==> src/rtl/hog_pkg.sv <==
// hog_pkg: shared HOG constants, block assembler FSM states and block packing helper.
package hog_pkg;

    localparam int HOG_BIN_COUNT   = 9;
    localparam int HOG_BLOCK_CELLS = 4;
    localparam int HOG_BIN_WIDTH   = 14;
    localparam int HOG_HIST_WIDTH  = HOG_BIN_WIDTH * HOG_BIN_COUNT;
    localparam int HOG_BLOCK_WIDTH = HOG_HIST_WIDTH * HOG_BLOCK_CELLS;

    typedef enum logic [0:0] {
        FILL = 1'b0,
        EMIT = 1'b1
    } hog_state_t;

    function automatic logic [HOG_BLOCK_WIDTH-1:0] pack_block(
        input logic [HOG_HIST_WIDTH-1:0] tl,
        input logic [HOG_HIST_WIDTH-1:0] tr,
        input logic [HOG_HIST_WIDTH-1:0] bl,
        input logic [HOG_HIST_WIDTH-1:0] br
    );
        return {br, bl, tr, tl};
    endfunction

endpackage

==> src/rtl/cell_row_buffer.sv <==
// cell_row_buffer: one row of cell histograms; read returns the old entry at addr while it is being overwritten.
module cell_row_buffer #(
    parameter int DEPTH = 4,
    parameter int WIDTH = 126,
    parameter int AW    = (DEPTH > 1) ? $clog2(DEPTH) : 1
) (
    input  logic             clk,
    input  logic             we,
    input  logic [AW-1:0]    addr,
    input  logic [WIDTH-1:0] wdata,
    output logic [WIDTH-1:0] rdata
);

    logic [WIDTH-1:0] mem [DEPTH];

    assign rdata = mem[addr];

    // No reset: the first row of every frame rewrites all entries before they are read.
    always_ff @(posedge clk) begin
        if (we) mem[addr] <= wdata;
    end

endmodule

==> src/rtl/cell_block_assembler.sv <==
// cell_block_assembler: buffers one row of cell histograms and emits every overlapping 2x2 block {BR,BL,TR,TL}.
// Define CELL_BLOCK_COORD_EN to add block_x/block_y outputs carrying the TL cell coordinates.
module cell_block_assembler
    import hog_pkg::*;
#(
    parameter int OUTPUT_BIN_WIDTH = 14,
    parameter int IMAGE_WIDTH      = 32,
    parameter int IMAGE_HEIGHT     = 32,
    parameter int CELL_SIZE        = 8,
    parameter int HISTOGRAM_WIDTH  = OUTPUT_BIN_WIDTH * 9,
    parameter int BLOCK_WIDTH      = HISTOGRAM_WIDTH * 4
) (
    input  logic                       clk,
    input  logic                       rst,
    input  logic                       in_valid,
    output logic                       in_ready,
    input  logic [HISTOGRAM_WIDTH-1:0] cell_histogram,
    output logic                       out_valid,
    input  logic                       out_ready,
    output logic [BLOCK_WIDTH-1:0]     block_histogram,
    output logic                       out_last
`ifdef CELL_BLOCK_COORD_EN
    ,
    output logic [$clog2(IMAGE_WIDTH/CELL_SIZE)-1:0]  block_x,
    output logic [$clog2(IMAGE_HEIGHT/CELL_SIZE)-1:0] block_y
`endif
);

    localparam int CELLS_X = IMAGE_WIDTH / CELL_SIZE;
    localparam int CELLS_Y = IMAGE_HEIGHT / CELL_SIZE;
    localparam int CXW     = (CELLS_X > 1) ? $clog2(CELLS_X) : 1;
    localparam int CYW     = (CELLS_Y > 1) ? $clog2(CELLS_Y) : 1;
    localparam logic [CXW-1:0] CX_LAST = CXW'(CELLS_X - 1);
    localparam logic [CYW-1:0] CY_LAST = CYW'(CELLS_Y - 1);

    hog_state_t                 state;
    logic [CXW-1:0]             cx;
    logic [CYW-1:0]             cy;
    logic [HISTOGRAM_WIDTH-1:0] old_cell;
    logic [HISTOGRAM_WIDTH-1:0] top_left_reg;
    logic [HISTOGRAM_WIDTH-1:0] left_reg;
    logic [BLOCK_WIDTH-1:0]     packed_blk;
    logic                       accept;
    logic                       load;
    logic                       cx_wrap;
    logic                       frame_end;

    assign in_ready  = !out_valid || out_ready;
    assign accept    = in_valid && in_ready;
    assign cx_wrap   = cx == CX_LAST;
    assign frame_end = cx_wrap && (cy == CY_LAST);
    assign load      = accept && (state == EMIT) && (cx != '0);

    cell_row_buffer #(
        .DEPTH (CELLS_X),
        .WIDTH (HISTOGRAM_WIDTH),
        .AW    (CXW)
    ) u_row_buf (
        .clk   (clk),
        .we    (accept),
        .addr  (cx),
        .wdata (cell_histogram),
        .rdata (old_cell)
    );

    generate
        if (HISTOGRAM_WIDTH == HOG_HIST_WIDTH && BLOCK_WIDTH == HOG_BLOCK_WIDTH) begin : g_pkg_pack
            assign packed_blk = pack_block(top_left_reg, old_cell, left_reg, cell_histogram);
        end else begin : g_local_pack
            assign packed_blk = {cell_histogram, left_reg, old_cell, top_left_reg};
        end
    endgenerate

    always_ff @(posedge clk or negedge rst) begin
        if (!rst) begin
            state           <= FILL;
            cx              <= '0;
            cy              <= '0;
            top_left_reg    <= '0;
            left_reg        <= '0;
            out_valid       <= 1'b0;
            out_last        <= 1'b0;
            block_histogram <= '0;
`ifdef CELL_BLOCK_COORD_EN
            block_x         <= '0;
            block_y         <= '0;
`endif
        end else begin
            if (accept) begin
                cx    <= cx_wrap ? '0 : cx + 1'b1;
                cy    <= cx_wrap ? ((cy == CY_LAST) ? '0 : cy + 1'b1) : cy;
                state <= (state == FILL && cx_wrap) ? EMIT :
                         (state == EMIT && frame_end) ? FILL : state;
                if (state == EMIT) begin
                    top_left_reg <= old_cell;
                    left_reg     <= cell_histogram;
                end
            end
            // Loads only happen on accept, so a stalled block can never be overwritten.
            if (load) begin
                block_histogram <= packed_blk;
                out_last        <= frame_end;
`ifdef CELL_BLOCK_COORD_EN
                block_x         <= cx - 1'b1;
                block_y         <= cy - 1'b1;
`endif
            end
            out_valid <= load || (out_valid && !out_ready);
        end
    end

endmodule

==> config.mk <==
export PLATFORM = sky130hd
export DESIGN_NAME = cell_block_assembler
export DESIGN_NICKNAME = d
export VERILOG_FILES = /design/src/rtl/hog_pkg.sv /design/src/rtl/cell_row_buffer.sv /design/src/rtl/cell_block_assembler.sv
export SDC_FILE = /design/constraint.sdc
export NUM_CORES = 1
export LEC_CHECK = 0
export ABC_AREA = 0
export CORE_MARGIN = 1.5
export CORE_UTILIZATION = 55
export DETAILED_ROUTE_END_ITERATION = 7
export PLACE_DENSITY = 0.8
export SLEW_MARGIN = 20
export SYNTH_ARGS = -nofsm -noshare
export SYNTH_HDL_FRONTEND = slang
export SYNTH_SLANG_ARGS = --single-unit
==> constraint.sdc <==
create_clock -name clk -period 6.3 [get_ports clk]
set_input_delay 1.26 -clock clk [delete_from_list [all_inputs] [get_ports clk]]
set_output_delay 1.26 -clock clk [all_outputs]
set_load 0.02 [all_outputs]
**Word-level counts from Yosys, hierarchy flattened**

Memories as Yosys holds them, arrays and structs flattened.
Index checks and enable logic that the tools add are counted.

- Register bits: 763
- RAM bits: 504
- Input bits: 130
- Output and inout port bits: 507
- Word-level logic and storage cells: 36
- Memories: 1

- $add $sub $neg: 2
- Equality and inequality tests: 2
- Multiplexer cells: 6
- Bitwise operators: 1
- Reductions and logical operators: 16

Memories:

| name | words | width | read ports | clocked after memory_dff | wr ports | line | source |
|---|---|---|---|---|---|---|---|
| u_row_buf.mem | 4 | 126 | 1 | 0 | 1 | cell_row_buffer.sv:14 | `logic [WIDTH-1:0] mem [DEPTH];` |

Operators with widths:

| operator | count |
|---|---|
| $logic_and 1x1->1 | 7 |
| $reduce_and 2->1 | 3 |
| $add 2x1->2 const B | 2 |
| $eq 2x2->1 const B | 2 |
| $mux 1 | 4 |
| $mux 2 | 2 |
| $reduce_bool 2->1 | 2 |
| $logic_not 1->1 | 2 |
| $logic_or 1x1->1 | 2 |
| $not 1->1 | 1 |

**Logic depth before layout (Yosys ltp)**

Gate-level depths: netlist of run 1.

- Depth in word-level cells: 6
- Mapped depth: 10
- Mapped depth without buffers: 4

**Hierarchy**

Synthesis of run 1 repeated with hierarchy kept, for this count alone.

- Cells, all modules: 2289
- Area total of the unflattened synthesis: 47641.9 µm²

Modules (own cells, without submodules):

| module | times used | cells an instance | area an instance (µm²) | seq. area each (µm²) |
|---|---|---|---|---|
| cell_block_assembler | 1 | 1626 | 29321.9 | 19093.3 |
| cell_row_buffer | 1 | 663 | 18320.1 | 15134.5 |

**Least setup slack after synthesis of run 1**

OpenSTA, ideal clock, no wires.

- Path kind: input to register
- From: input port out_ready
- To: memory u_row_buf.mem[0][0], enable pin
- Library setup time: 0.501 ns
- Data arrival time: 4.537 ns
- Required time: 5.799 ns
- Slack: 1.263 ns
- Stages on the path: 3
- Buffers on the path: 1
- Path through: nand2b_1 buf_4 and3_1

- Longest elaborated chain between the ends: 4

RTL lines:

| what | line | source |
|---|---|---|
| start, declared | cell_block_assembler.sv:19 | `input logic out_ready,` |
| $logic_or 1x1->1 | cell_block_assembler.sv:48 | `assign in_ready = !out_valid \|\| out_ready;` |
| named net in_ready | cell_block_assembler.sv:16 | `output logic in_ready,` |
| $logic_and 1x1->1 | cell_block_assembler.sv:49 | `assign accept = in_valid && in_ready;` |
| $mux 1 | cell_row_buffer.sv:20 | `if (we) mem[addr] <= wdata;` |
| $mux 1 (implied by the code) | cell_row_buffer.sv:20 |  |
| end, declared | cell_row_buffer.sv:14 |  |

The timed path passes the listed nets, and every way through them passes these cells.

**Worst setup path in the final report of run 1**

- From: input port out_ready
- To: output port in_ready

- Longest elaborated chain between the ends: 1

RTL lines:

| what | line |
|---|---|
| $logic_or 1x1->1 | cell_block_assembler.sv:48 |
| end, declared | cell_block_assembler.sv:16 |

No other way between the ends.

==> flow_summary.yaml, run 1 <==
outcome:
  status: "complete, no violations"
yosys:
  syn-num-nets: 2427
  synthSimpleGateAreaFrac_pct: 0.194
  synth_xor_area_share_pct: 0
  ys.flop_type: "dfrtp_1"
  syn-cell-area_um2: 47100
  ys_async_sr_fraction_pct: 60.2
  yosysWarningCount: 0
  synth_cells: 2292
  synth_edf_count: 504
  synth_compound_area_share_pct: 0.0213
  seq_area_frac_synth_pct: 72.7
  synthAdderAreaFrac_pct: 0.133
  ys_seq_elements: 1267
  syn_avg_cell_area_um2: 20.5
  yosys-mux-area-fraction_pct: 25.0
  synth_top_family_by_area: "multiplexers"
  yosysUniqueCellTypes: 22
critical_path:
  cp-start-kind: "primary input"
  worstSetupEndpointType: "output pin"
  rrSetupSlack_ns: 2.54
  worstPathArrival_ns: 2.87
  r2r-end: "u_row_buf.mem[2][88]"
  worstSetupPathType: "in -> out"
  r2r_cells: 4
  cp_max_fo: 11
  required_ns: 5.04
  r2r_start: "cx[1]"
cts:
  root_buffer: "clkbuf_16"
  path_clk_slew_ns: 0.06
  cts_num_sinks: 1267
  cts_inserted_buffers: 130
  clk_path_buf_depth: 3
  cts_hold_buf: 0
  cts_tree: "built"
  clk_latency_ns: 0.70
  cts_post_setup_buffers_inserted: 0
  htreeDepth: 4
  cts-resized-gates: 0
run:
  maxCapViolCount: 0
global_route:
  grt_overflow: 0
  grt_pass1_wl_um: 156000
  grt_max_degree: 164
  grt_pass1_vias: 25526
  antenna_found_initial: 1
  grtUsageTotal_pct: 23.8
worst_hold_path:
  hold_class: "reg -> reg"
  whs_path_depth: 1
  hold_end: "block_histogram[280]"
  hold_start: "left_reg[28]"
floorplan:
  die_w_um: 296
  die-area_um2: 87300
  rows: 107
  core_um2: 85000
  die_h_um: 296
  pin_count: 637
  initial_core_util_pct: 55.4
route:
  viasPerCell: 5.52
  drc: 0
  drt_pass1_iterations: 5
  route.detailed.wl_per_inst_um: 24.4
  vias: 23357
  drt-initial-drc-count: 1316
  drtAntennaViolNets: 0
  drt_wl_total_um: 103000
final_layout:
  finalNetCount: 3118
  largestRegisters: "block_histogram x504, u_row_buf.mem x504"
  synthToLayoutAreaGrowth_pct: 24.3
  drive_above_1_share_pct: 31.6
timing:
  tns_ns: 0
  final.period_utilization_pct: 65.5
  maxSlewHeadroom_pct: 34.8
  rsz0062_at_grt: "no"
  worstMarginPinSlew_ns: 0.977
  finalHoldViolations: 0
  drv_slew: 0
  setup_viol: 0
  worst_clock_skew_ns: 0.0289
  max_freq_mhz: 242
  fin_crit_ns: 4.13
  fin_ws_ns: 2.17
placement:
  place_ws_ns: 2.01
  place_hpwl_um: 65200
  io_buffers: 636
  gp_congestion: 0.790
pwr:
  p_leak_nw: 22.8
  cellPowerDensity_nw_per_um2: 574
  worst_ir_drop_vdd_uv: 394
[final cells by class]
cell class                      instances  area (um2)
Clock buffer                          179        3560
Timing Repair Buffer                  672        6780
Tap cell                             1144        1430
Clock inverter                         59         505
Inverter                                4        20.0
Antenna cell                            2        5.00
Multi-Input combinational cell        908       11900
Fill cell                            5246       26500
Sequential cell                      1267       34200
[placed cells by master (no fill, tap or decap), types with 3 or more instances in the layout]
master           Yosys  final
mux2_2             523    523
edfxtp_1           504    504
mux4_2             126    126
inv_6                0      9
ha_1                 5      5
clkbuf_1             0     39
and3_4               0      3
mux2_1             136    136
nand3_1              3      3
buf_12               0     11
mux2_4             100    100
clkbuf_16            0    132
clkbuf_8             0      8
nand2_1              3      3
bufinv_16            0      4
buf_4               28     25
clkinvlp_4           0      7
clkinv_1             0     16
dfrtp_1            763    761
inv_1                4      3
clkinv_2             0     14
clkdlybuf4s50_1      0    635
clkinv_8             0      3
clkinv_4             0      5
[power by group]
group	internal [mW]	total, mW	switching (mW)	leakage [nW]
Sequential	11.8	13.4	1.60	13.6
Clock	4.16	7.30	3.14	1.96
Combinational	6.68	12.9	6.18	7.22
Total	22.6	33.6	10.9	22.8
[stage by stage]
stage	cells	power, mW	hold slack (ns)	utilization (%)	instance area, um2
5_1_grt	4233	35.0	0.504	68.8	58500
3_5_place_dp	3995	26.4	0.468	64.0	54400
2_1_floorplan	2292	20.9	0.452	-	47100
3_3_place_gp	3995	25.9	0.460	64.0	54400
4_1_cts	4233	33.9	0.479	68.8	58500
6_report	4235	33.6	0.480	68.8	58500
[synthesized netlist by cell type (all sizes together), types with 2 or more instances]
cell      n  area [um2]
ha        5        62.6
dfrtp   763       19100
edfxtp  504       15100
nand2     3        11.3
mux4    126        2840
mux2    759        8920
and3      3        18.8
nand3     4        32.5
buf     113         881
o21ai     2        10.0
nor2      2        7.51
inv       4        15.0
[worst max path at each step]
stage / from / slack [ns] / cells past startpoint / endpoint
floorplan: out_ready / 1.26 / 3 / u_row_buf.mem[0][0]
global placement: out_ready / 2.10 / 5 / left_reg[21]
detailed placement: out_ready / 2.01 / 5 / top_left_reg[7]
CTS: out_ready / 2.18 / 3 / in_ready
global route: out_ready / 2.15 / 3 / in_ready
finish: out_ready / 2.17 / 3 / in_ready
[cell families (layout without fill, tap and decap cells)]
kind of cell / count (synthesis) / count (layout)
other: 0 / 2
flip-flops: 1267 / 1267
AO/OA/AOI/OAI: 2 / 2
multiplexers: 886 / 886
AND/OR/NAND/NOR: 15 / 15
adder cells (fa/ha/maj): 5 / 5
buffers and inverters: 117 / 914
[per-layer routing]
layer  routed length (um)  vias to the layer above  global-route usage, %
met5                    0                        -                      0
met4                 3860                        0                   9.57
met2                53000                      641                   40.6
met1                41000                    12431                   29.7
met3                 5410                      199                   5.32
li1                     -                    10086                      -
[worst max-delay path: stages]
cell and delay (ns):
clkdlybuf4s50_1 0.45, nand2b_1 0.45, clkdlybuf4s50_1 0.71
(Power assumes the default switching activity.)
==> run 2, diff against run 1 <==
==> constraint.sdc (replaced) <==
create_clock -name clk -period 3.8 [get_ports clk]
set_input_delay 0.76 -clock clk [delete_from_list [all_inputs] [get_ports clk]]
set_output_delay 0.76 -clock clk [all_outputs]
set_load 0.02 [all_outputs]
==> run 2 against run 1 <==
Compared with the run above:
- utilization up 0.60 points
- clock power up 62%
- via count up 0.36%
- cell count up 0.73%
- non-clock buffer count up 43
- hold slack worse by 0.30 ns
- cell area up 0.88%
- total power up 66%
- first-iteration DRC count down 6.9%
- flip-flop and latch count unchanged
- largest power group unchanged
- highest routed layer unchanged
==> flow_summary.yaml, run 2 (synthesis results as in run 1) <==
final_layout:
  drive_above_1_share_pct: 32.4
  layout_commonest_cell: "dfrtp_1"
  seqCellArea_um2: 34200
  synthToLayoutAreaGrowth_pct: 25.4
  layout.cells.non_filler: 4266
  nFillCells: 5156
  largestRegisters: "block_histogram x504, u_row_buf.mem x504"
  finalNetCount: 3151
  multi_input_area_um2: 11900
  layout_common_cells: "dfrtp_1 (761), clkdlybuf4s50_1 (635), mux2_2 (523)"
  diodes: 0
critical_path:
  crit_start: "out_ready"
  slowest_delay_ns: 0.66
  required_ns: 3.04
  cp_max_fo: 4
  worstPathArrival_ns: 2.10
  cp_common_cell: "clkdlybuf4s50_1"
  rrSetupSlack_ns: 1.11
  cp-endpoint: "in_ready"
  worstSetupPathType: "in -> out"
  r2r_start: "cx[1]"
  worstSetupEndpointType: "output pin"
  cpMaxStageDelayCell: "clkdlybuf4s50_1"
  r2r-end: "u_row_buf.mem[3][52]"
  r2r_cells: 5
  cp-start-kind: "primary input"
  crit_chain: "clkdlybuf4s50_1 > nand2b_1 > clkdlybuf4s50_1"
route:
  drt_wl_total_um: 103000
  drt-initial-drc-count: 1225
  route.detailed.wl_per_inst_um: 24.0
  viasPerCell: 5.49
  drtAntennaViolNets: 0
  vias: 23441
  drt_pass1_iterations: 4
  drc: 0
timing:
  fin_ws_ns: 0.942
  fin_crit_ns: 2.86
  setup_viol: 0
  worst_clock_skew_ns: 0.0342
  worstMarginPinSlew_ns: 1.01
  finalHoldViolations: 0
  drv_slew: 0
  rsz0062_at_grt: "no"
  maxSlewHeadroom_pct: 32.5
  tns_ns: 0
  final.period_utilization_pct: 75.2
  max_freq_mhz: 350
pwr:
  worst_ir_drop_vdd_uv: 735
  p_leak_nw: 23.0
  power_mw: 55.7
  cellPowerDensity_nw_per_um2: 944
cts:
  cts_num_sinks: 1267
  htreeDepth: 3
  path_clk_slew_ns: 0.06
  cts_post_setup_buffers_inserted: 0
  root_buffer: "clkbuf_16"
  clk_path_buf_depth: 3
  cts_tree: "built"
  cts_inserted_buffers: 120
  clk_latency_ns: 0.68
  cts_hold_buf: 0
  cts-resized-gates: 0
floorplan:
  rows: 107
  initial_core_util_pct: 55.4
  die-area_um2: 87300
  die_w_um: 296
  pin_count: 637
  core_um2: 85000
  die_h_um: 296
global_route:
  grt_pass1_wl_um: 157000
  grtUsageTotal_pct: 23.7
  grt_pass1_vias: 25979
  grt_max_degree: 129
  grt_overflow: 0
  antenna_found_initial: 0
run:
  maxCapViolCount: 0
worst_hold_path:
  hold_class: "in -> async"
placement:
  place_ws_ns: 0.730
  io_buffers: 636
  place_hpwl_um: 66900
  gp_congestion: 0.813
  placed_cells: 4038
outcome:
  status: "complete, no violations"
-- run 2: final cells by class --
| type | count | area share (%) |
|---|---|---|
| Inverter | 4 | 0.0318 |
| Tap cell | 1144 | 2.43 |
| Sequential cell | 1267 | 58.0 |
| Multi-Input combinational cell | 908 | 20.3 |
| Clock buffer | 187 | 5.98 |
| Timing Repair Buffer | 715 | 12.5 |
| Clock inverter | 41 | 0.774 |
-- run 2: worst min path at each step --
stage	to	depth (start not counted)
floorplan	block_histogram[107]	1
global placement	block_histogram[303]	1
detailed placement	block_histogram[304]	1
CTS	left_reg[110]	1
global route	left_reg[110]	1
finish	left_reg[110]	1
-- run 2: metrics by stage --
| stage | area, um2 | hold slack (ns) | utilization (%) |
|---|---|---|---|
| 3_5_place_dp | 55000 | 0.466 | 64.7 |
| 6_report | 59000 | 0.179 | 69.4 |
| 5_1_grt | 59000 | 0.224 | 69.4 |
| 2_1_floorplan | 47100 | 0.452 | - |
| 3_3_place_gp | 55000 | 0.459 | 64.7 |
| 4_1_cts | 59000 | 0.182 | 69.4 |
-- run 2: power by group --
part | total (mW) | internal (mW) | switching (mW)
Sequential | 22.2 | 19.5 | 2.62
Clock | 11.8 | 6.80 | 4.98
Combinational | 21.7 | 11.3 | 10.4
-- run 2: worst max-delay path: cells and delay by family --
kind,cells,cell delay (ns)
buffers and inverters,2,1.10
AND/OR/NAND/NOR,1,0.23
-- run 2: layer usage --
layer	vias up	global-route usage (%)	routed length (um)
met5	-	0	0
met4	0	8.79	3590
met3	183	4.72	5300
met2	635	41.3	53700
met1	12496	29.5	39900
li1	10127	-	-
